## config.mk

```make
export PLATFORM = sky130hd
export DESIGN_NAME = mem_bus_arbiter
export DESIGN_NICKNAME = d
export VERILOG_FILES = /design/src/rtl/mem_bus_arbiter.sv
export SDC_FILE = /design/constraint.sdc
export NUM_CORES = 1
export LEC_CHECK = 0
export ABC_AREA = 1
export BUFFER_PORTS_ARGS = -buffer_cell sky130_fd_sc_hd__buf_2
export CORE_ASPECT_RATIO = 2
export CORE_MARGIN = 4
export CORE_UTILIZATION = 51
export DETAILED_ROUTE_END_ITERATION = 7
export PLACE_DENSITY = 0.92
export RECOVER_POWER = 100
export SYNTH_ARGS = -nofsm -noshare
export SYNTH_HDL_FRONTEND = slang
export SYNTH_SLANG_ARGS = --single-unit
```

## constraint.sdc

```tcl
create_clock -name clk -period 5.8 [get_ports clk]
set_input_delay 0 -clock clk [delete_from_list [all_inputs] [get_ports clk]]
set_output_delay 0 -clock clk [all_outputs]
set_load 0.02 [all_outputs]
```

## src/rtl/mem_bus_arbiter.sv

```systemverilog
// mem_bus_arbiter: shares one external memory bus between the instruction
// fetch port (IF) and the data port (MEM). Alternating grant on ties, bus
// signals frozen until bus_ack, registered read data with a one-cycle ready
// pulse, and combinational stall outputs for the pipeline.
// Optional watchdog abort: define ARB_TIMEOUT_EN.
module mem_bus_arbiter #(
    parameter int ADDR_W  = 30,
    parameter int DATA_W  = 32,
    parameter int SEL_W   = 4,
    parameter int TIMEOUT = 255
) (
    input  logic              clk,
    input  logic              rst,
    // instruction fetch port
    input  logic              if_req,
    input  logic [ADDR_W-1:0] if_addr,
    output logic [DATA_W-1:0] if_rdata,
    output logic              if_ready,
    output logic              if_stall,
    // data port (from EX/MEM register)
    input  logic              mem_re,
    input  logic              mem_we,
    input  logic [ADDR_W-1:0] mem_addr,
    input  logic [SEL_W-1:0]  mem_sel,
    input  logic [DATA_W-1:0] mem_wdata,
    output logic [DATA_W-1:0] mem_rdata,
    output logic              mem_ready,
    output logic              mem_stall,
    // external bus
    output logic              bus_req,
    output logic              bus_we,
    output logic [ADDR_W-1:0] bus_addr,
    output logic [SEL_W-1:0]  bus_sel,
    output logic [DATA_W-1:0] bus_wdata,
    input  logic [DATA_W-1:0] bus_rdata,
    input  logic              bus_ack,
    output logic              bus_err
);

    typedef enum logic [1:0] {IDLE, IF_BUSY, MEM_BUSY} state_t;

    localparam logic GRANT_IF  = 1'b0;
    localparam logic GRANT_MEM = 1'b1;

    // A zero limit would make the watchdog compare meaningless.
    if (TIMEOUT < 1) begin : g_bad_timeout
        $error("mem_bus_arbiter: TIMEOUT must be at least 1");
    end

    state_t              state_q, state_d;
    logic                last_grant_q, last_grant_d;
    logic                bus_req_q, bus_req_d;
    logic                bus_we_q, bus_we_d;
    logic [ADDR_W-1:0]   bus_addr_q, bus_addr_d;
    logic [SEL_W-1:0]    bus_sel_q, bus_sel_d;
    logic [DATA_W-1:0]   bus_wdata_q, bus_wdata_d;
    logic [DATA_W-1:0]   if_rdata_q, if_rdata_d;
    logic [DATA_W-1:0]   mem_rdata_q, mem_rdata_d;
    logic                if_ready_q, if_ready_d;
    logic                mem_ready_q, mem_ready_d;
    logic                bus_err_q, bus_err_d;

    logic mem_pending;
    logic timeout_hit;   // BUSY cycle that reaches the watchdog limit with no ack

    assign mem_pending = mem_re | mem_we;

`ifdef ARB_TIMEOUT_EN
    localparam int CNT_W = $clog2(TIMEOUT + 1);

    logic [CNT_W-1:0] wd_cnt_q, wd_cnt_d;

    // Watchdog: held at zero in IDLE, counts every BUSY cycle without ack.
    always_comb begin
        wd_cnt_d = wd_cnt_q;
        if (state_q == IDLE) begin
            wd_cnt_d = '0;
        end else if (!bus_ack) begin
            wd_cnt_d = wd_cnt_q + 1'b1;
        end
    end

    // Watchdog counter register.
    always_ff @(posedge clk) begin
        if (rst) begin
            wd_cnt_q <= '0;
        end else begin
            wd_cnt_q <= wd_cnt_d;
        end
    end

    // Ack in the limit cycle wins, so the abort needs !bus_ack.
    assign timeout_hit = (state_q != IDLE) && !bus_ack &&
                         (wd_cnt_q == CNT_W'(TIMEOUT - 1));
`else
    assign timeout_hit = 1'b0;
`endif

    // State and output registers; reset abandons any transfer in flight.
    always_ff @(posedge clk) begin
        if (rst) begin
            state_q      <= IDLE;
            last_grant_q <= GRANT_IF;
            bus_req_q    <= 1'b0;
            bus_we_q     <= 1'b0;
            bus_addr_q   <= '0;
            bus_sel_q    <= '0;
            bus_wdata_q  <= '0;
            if_rdata_q   <= '0;
            mem_rdata_q  <= '0;
            if_ready_q   <= 1'b0;
            mem_ready_q  <= 1'b0;
            bus_err_q    <= 1'b0;
        end else begin
            state_q      <= state_d;
            last_grant_q <= last_grant_d;
            bus_req_q    <= bus_req_d;
            bus_we_q     <= bus_we_d;
            bus_addr_q   <= bus_addr_d;
            bus_sel_q    <= bus_sel_d;
            bus_wdata_q  <= bus_wdata_d;
            if_rdata_q   <= if_rdata_d;
            mem_rdata_q  <= mem_rdata_d;
            if_ready_q   <= if_ready_d;
            mem_ready_q  <= mem_ready_d;
            bus_err_q    <= bus_err_d;
        end
    end

    // Next state: grant in IDLE (tie goes to the port not served last), leave BUSY on ack or abort.
    always_comb begin
        state_d = state_q;
        case (state_q)
            IDLE: begin
                if (mem_pending && (!if_req || last_grant_q == GRANT_IF)) begin
                    state_d = MEM_BUSY;
                end else if (if_req) begin
                    state_d = IF_BUSY;
                end
            end
            IF_BUSY, MEM_BUSY: begin
                if (bus_ack || timeout_hit) begin
                    state_d = IDLE;
                end
            end
            default: state_d = IDLE;
        endcase
    end

    // Outputs: latch the bus cycle on grant, capture data and pulse ready on completion.
    always_comb begin
        last_grant_d = last_grant_q;
        bus_req_d    = bus_req_q;
        bus_we_d     = bus_we_q;
        bus_addr_d   = bus_addr_q;
        bus_sel_d    = bus_sel_q;
        bus_wdata_d  = bus_wdata_q;
        if_rdata_d   = if_rdata_q;
        mem_rdata_d  = mem_rdata_q;
        if_ready_d   = 1'b0;
        mem_ready_d  = 1'b0;
        bus_err_d    = 1'b0;
        if (state_q == IDLE) begin
            if (state_d == MEM_BUSY) begin
                // read+write together is a write; reads drive zero data
                bus_req_d   = 1'b1;
                bus_we_d    = mem_we;
                bus_addr_d  = mem_addr;
                bus_sel_d   = mem_sel;
                bus_wdata_d = mem_we ? mem_wdata : '0;
            end else if (state_d == IF_BUSY) begin
                bus_req_d   = 1'b1;
                bus_we_d    = 1'b0;
                bus_addr_d  = if_addr;
                bus_sel_d   = '1;
                bus_wdata_d = '0;
            end
        end else if (bus_ack || timeout_hit) begin
            bus_req_d    = 1'b0;
            bus_we_d     = 1'b0;
            bus_addr_d   = '0;
            bus_sel_d    = '0;
            bus_wdata_d  = '0;
            bus_err_d    = timeout_hit;
            last_grant_d = (state_q == MEM_BUSY) ? GRANT_MEM : GRANT_IF;
            if (state_q == IF_BUSY) begin
                if_ready_d = 1'b1;
                if_rdata_d = bus_ack ? bus_rdata : '0;
            end else begin
                mem_ready_d = 1'b1;
                // stores leave the load data register untouched
                if (!bus_we_q) begin
                    mem_rdata_d = bus_ack ? bus_rdata : '0;
                end
            end
        end
    end

    assign bus_req   = bus_req_q;
    assign bus_we    = bus_we_q;
    assign bus_addr  = bus_addr_q;
    assign bus_sel   = bus_sel_q;
    assign bus_wdata = bus_wdata_q;
    assign bus_err   = bus_err_q;
    assign if_rdata  = if_rdata_q;
    assign mem_rdata = mem_rdata_q;
    assign if_ready  = if_ready_q;
    assign mem_ready = mem_ready_q;

    // Stalls fall in the ready cycle so the pipeline advances exactly on ready.
    assign if_stall  = if_req & ~if_ready_q;
    assign mem_stall = mem_pending & ~mem_ready_q;

endmodule

```

# --- Word-level counts from Yosys, hierarchy flattened ---
# Cells that the tools add are included.
word_totals:
  ff_bits: 137
  output_inout_bits: 137
  wordCells: 64
classes:
  n_mux: 27
  bitwise: 10
  reduce_logical: 11
  n_eq_ne: 5
op_table:
  columns: ["op", "n"]
  rows:
  - ["2-to-1 mux 32 bit", 5]
  - ["2-to-1 mux 30 bit", 4]
  - ["2-to-1 mux 4 bit", 4]
  - ["2-to-1 mux 1 bit", 10]
  - ["inverter 1 bit", 7]
  - ["2-to-1 mux 2 bit", 3]
  - ["equality test 2 x 1 -> 1 bit (second input constant)", 2]
  - ["equality test 2 bit (second input constant)", 2]
  - ["case mux 2 bit (2 select lines)", 1]
  - ["AND reduction 2 bit", 2]
  - ["AND reduction 4 bit", 1]
  - ["!= test 3 x 1 -> 1 bit (second input constant)", 1]
  - ["AND reduction 3 bit", 1]
  - ["OR reduction 3 bit", 1]
  - ["bitwise AND 1 bit", 2]
  - ["logical NOT 2 bit", 1]
  - ["nonzero test 2 bit", 1]
  - ["OR reduction 2 bit", 1]
  - ["logical AND 1 bit", 1]
  - ["logical NOT 1 bit", 1]
  - ["logical OR 1 bit", 1]
  - ["OR 1 bit", 1]

# --- Longest topological paths before layout ---
logic_depth:
  depth_word: 9
  ltp_mapped: 15
  depth_no_buf: 13

# --- Worst setup path after synthesis ---
# Ideal clock, no wire load.
synth_path:
  path_kind: "register to register"
  start: "register state_q[0]"
  end: "register mem_rdata_q[10], in the netlist mem_rdata[10]"
  arrival_time_ps: 1722
  required_ps: 5684
  slack_ps: 3962
  period_less_slack_ps: 1838
  path_stages_with_launch: 11
  n_path_buf: 2
  path_cell_list: "dfxtp_1 > inv_1 > ha_1 > buf_4 > nor2_4 > inv_2 > nor3_2 > inv_1 > clkbuf_1 > nor2_1 > nor2_1"
synth_via:
  elab_chain_len: 3
  word_cells_on_any_way: 5
  classes_between: "eq/ne (1); bitwise (2); reduce/logical (2)"
synth_rtl:
  columns: ["element", "line", "source"]
  rows:
  - ["start: declaration", "50", "state_t state_q, state_d;"]
  - ["start signal: assignment", "115", "state_q <= state_d;"]
  - ["equality test 2 x 1 -> 1 bit / logical NOT 2 bit (equally long branches)", "186, 163", null]
  - ["inverter 1 bit (no line)", null, null]
  - ["AND reduction 4 bit (no line) (*)", null, null]
  - ["end signal: assignment", "123", "mem_rdata_q <= mem_rdata_d;"]
  - ["end: declaration", "58", "logic [DATA_W-1:0] mem_rdata_q, mem_rdata_d;"]
# Every way passes the cells marked *; elsewhere a longest branch is shown, timed or not.
# A chain may end at the register's enable or synchronous reset.

# --- Worst setup path after layout ---
layout_path:
  start: "register state_q[1]"
  end: "register bus_addr_q[3], in the netlist bus_addr[3]"
layout_via:
  elab_chain_len: 6
  word_cells_on_any_way: 15
  classes_between: "eq/ne (5); mux (6); reduce/logical (4)"
layout_rtl:
  columns: ["element", "line", "source"]
  rows:
  - ["equality test 2 bit (tied with other cells)", "133", "case (state_q)"]
  - ["OR reduction 2 bit / 2-to-1 mux 2 bit (equally long branches)", "133, 135", null]
  - ["case mux 2 bit (2 select lines)", "133", null]
  - ["equality test 2 bit / equality test 2 x 1 -> 1 bit (equally long branches)", "164, 171", null]
  - ["!= test 3 x 1 -> 1 bit (no line) / 2-to-1 mux 30 bit (equally long branches)", null, null]
  - ["AND reduction 2 bit (no line) / 2-to-1 mux 30 bit (equally long branches)", null, null]
  - ["end signal: assignment", "119", "bus_addr_q <= bus_addr_d;"]
  - ["end: declaration", "54", "logic [ADDR_W-1:0] bus_addr_q, bus_addr_d;"]
# Parallel ways exist; a longest one is shown, timed or not.

==> qor.csv <==
stage;metric;value;unit
place;dp.cells;1193;
cells_and_area;num-nets-final;1294;
clock_network;cts-resized-gates;0;
routing;detail_route.first_pass.iterations;6;
logic_synthesis;synth-seq-cells;137;
logic_synthesis;synth_cell_types;24;
global_route;globalRouteOverflowTotal;0;
logic_synthesis;ys_seq_area_share;44.7;%
power_and_ir_drop;leakage;3.89;nW
die;rows;56;
sta;rsz0062_at_grt;no;
routing;drc_errors;0;
critical_path;cp_data_arrival_time;4960;ps
place;gp_congestion;0.940;
place;port_buffers;269;
sta;finalMaxSlewViolations;0;
clock_network;cts_tree;done;
critical_path;required;6100;ps
die;core;11800;sq um
sta;post-route-period-util;80.3;%
critical_path;cp_max_fo;53;
clock_network;ctsRootBufferMaster;clkbuf_16;
sta;skew;11.2;ps
global_route;first_global_vias;7366;
cells_and_area;n_antenna_cell;0;
die;die_h;163;um
sta;finalHoldViolCount;0;
global_route;grt_usage;32.9;%
logic_synthesis;syn_inst;849;
clock_network;cts.clk_slew.worst_paths;60;ps
routing;drt_iter0_markers;656;
cells_and_area;area_delta_synth_final;40.6;%
die;design.die.area;13900;sq um
logic_synthesis;avgSynthCellArea;7.22;sq um
clock_network;clk_path_buf_depth;2;
global_route;antenna_found_initial;0;
routing;viasPerCell;5.67;
place;dp_hpwl;13.7;mm
cells_and_area;final_cells;1314;
hold_path;hold_path.class;primary input to flip-flop;
routing;vias;7454;
sta;fin_crit;4660;ps
clock_network;cts_inserted_buffers;17;
die;ios;271;
sta;fin_setup_tns;0;ps
routing;avgRoutedWirePerCell;17.8;um
clock_network;clock_latency;410;ps
run;drv_cap;0;
routing;routed_wl;23.4;mm
cells_and_area;layout-drive-gt1-share;15.7;%
critical_path;crit_type;flip-flop to flip-flop;
cells_and_area;design_area;8620;sq um
global_route;grt_max_degree;92;
die;start_util;52.1;%
status;status;completed;
clock_network;numClockSinks;137;
sta;tightestPinTransition;1340;ps
sta;relSlewSlack;10.9;%
sta;fmaxAchievable;215;MHz
place;placedInstanceArea;7360;sq um
power_and_ir_drop;p_per_area;329;nW/um^2
routing;ant_nets;0;
logic_synthesis;yosysWarnings;0;
critical_path;cp-end-kind;flip-flop;
die;die_w;85.5;um
critical_path;critPathLaunchType;flip-flop;
clock_network;cts-htree-levels;4;
sta;setup_viol;0;
logic_synthesis;syn_area;6130;sq um
logic_synthesis;syn-num-nets;987;
global_route;grt_pass1_wl;36.3;mm
power_and_ir_drop;ir_drop;0.239;mV
area by class of cell:
class,count,area [sq um]
Sequential cell,137,2740
Multi-Input combinational cell,545,2690
Tap cell,145,181
Clock inverter,14,113
Clock buffer,18,439
Fill cell,895,3150
Inverter,89,334
Timing Repair Buffer,366,2120
registers in the layout (all words and copies together) (netlist names), 2 cells and up:
| name | flops |
|---|---|
| bus_addr | 30 |
| bus_sel | 4 |
| bus_wdata | 32 |
| if_rdata | 32 |
| mem_rdata | 32 |
| state_q | 2 |
per-stage QoR:
step / power (W) / hold WS (ps) / worst slack [ps] / util, %
after floorplan: 0.00158 / 135 / 3960 / -
after global placement: 0.00178 / 238 / 2110 / 62.6
after detailed placement: 0.00180 / 253 / 2040 / 62.6
after CTS: 0.00284 / 0.0292 / 1990 / 74.8
after global routing: 0.00297 / 40.2 / 776 / 73.2
final: 0.00283 / 20.8 / 1140 / 73.2
report_power, final:
group | leakage (nW) | internal, W | switching (W)
logic | 2.50 | 0.000234 | 0.000506
registers | 1.12 | 0.00103 | 0.0000562
clock network | 0.268 | 0.000567 | 0.000440
worst max-delay path: stages (launching register included):
cell and delay [ps]:
dfxtp_1 350, inv_1 90, ha_2 910, inv_1 110
nor2_1 180, nand2_2 90, nand2_4 190, nand2_1 690
nand3_2 760, clkbuf_2 710, nand4_1 250, nand2_1 120
nor2_1 60
cells in the mapped netlist:
library cell	instances	area (sq um)
dfxtp_1	137	2740
nand2_1	126	473
nand4_1	99	619
a21oi_1	87	435
nor2_1	87	327
inv_1	85	319
nand3_1	81	405
clkbuf_1	43	161
o21ai_0	34	170
buf_2	20	100
o21bai_1	16	120
buf_1	7	26.3
buf_4	5	37.5
ha_1	4	50.1
inv_2	4	15.0
buf_6	3	33.8
nand2_2	2	12.5
nand2_4	2	22.5
nor2_4	2	22.5
a21oi_2	1	8.76
conb_1	1	3.75
nand3_2	1	10.0
nor3_1	1	5.00
nor3_2	1	10.0
metal layers:
| metal | vias up | wire length [um] | track usage, % |
|---|---|---|---|
| met3 | 134 | 2150 | 7.93 |
| met4 | 0 | 1620 | 22.5 |
| met2 | 529 | 11800 | 56.4 |
| met5 | - | 0 | 0 |
| met1 | 3348 | 7800 | 34.8 |
| li1 | 3443 | - | - |
layout by cell type, fill, tap and decap left out, types with 2 or more instances in the layout:
cell	n
inv_2	2
clkbuf_16	17
nor3_1	2
nor2_4	2
clkbuf_1	137
clkinvlp_4	2
clkinv_2	2
buf_2	133
ha_1	3
dlygate4sd3_1	89
dfxtp_1	137
nand2_2	3
a21oi_1	87
o21bai_1	16
inv_6	6
nand3_1	81
nand4_1	99
o21ai_0	34
inv_1	87
clkinv_4	4
nand2_1	126
nor2_1	87
buf_4	6
worst paths after layout:
| path | startpoint | end | slack [ps] | cells past startpoint |
|---|---|---|---|---|
| setup reg to reg | state_q[1] | bus_addr[3] | 1140 | 12 |
| hold / removal | if_addr[6] | bus_addr[6] | 20 | 6 |
| setup / recovery | state_q[1] | bus_addr[3] | 1140 | 12 |
| hold reg to reg | if_rdata[14] | if_rdata[14] | 460 | 2 |
kinds of logic after synthesis:
logic type / count (synthesis) / share of synthesized area, %
flip-flops: 137 / 44.7
adder cells (fa/ha/maj): 4 / 0.816
AO/OA/AOI/OAI: 138 / 12.0
buffers and inverters: 167 / 11.3
other: 1 / 0.0612
AND/OR/NAND/NOR: 402 / 31.1
timing repair:
item | CTS | global route
hold buffers | 89 | 0
hold endpoints to repair | 121 | 0
buffers inserted | 0 | 0
Note: power is estimated with default switching activity, not from simulation.
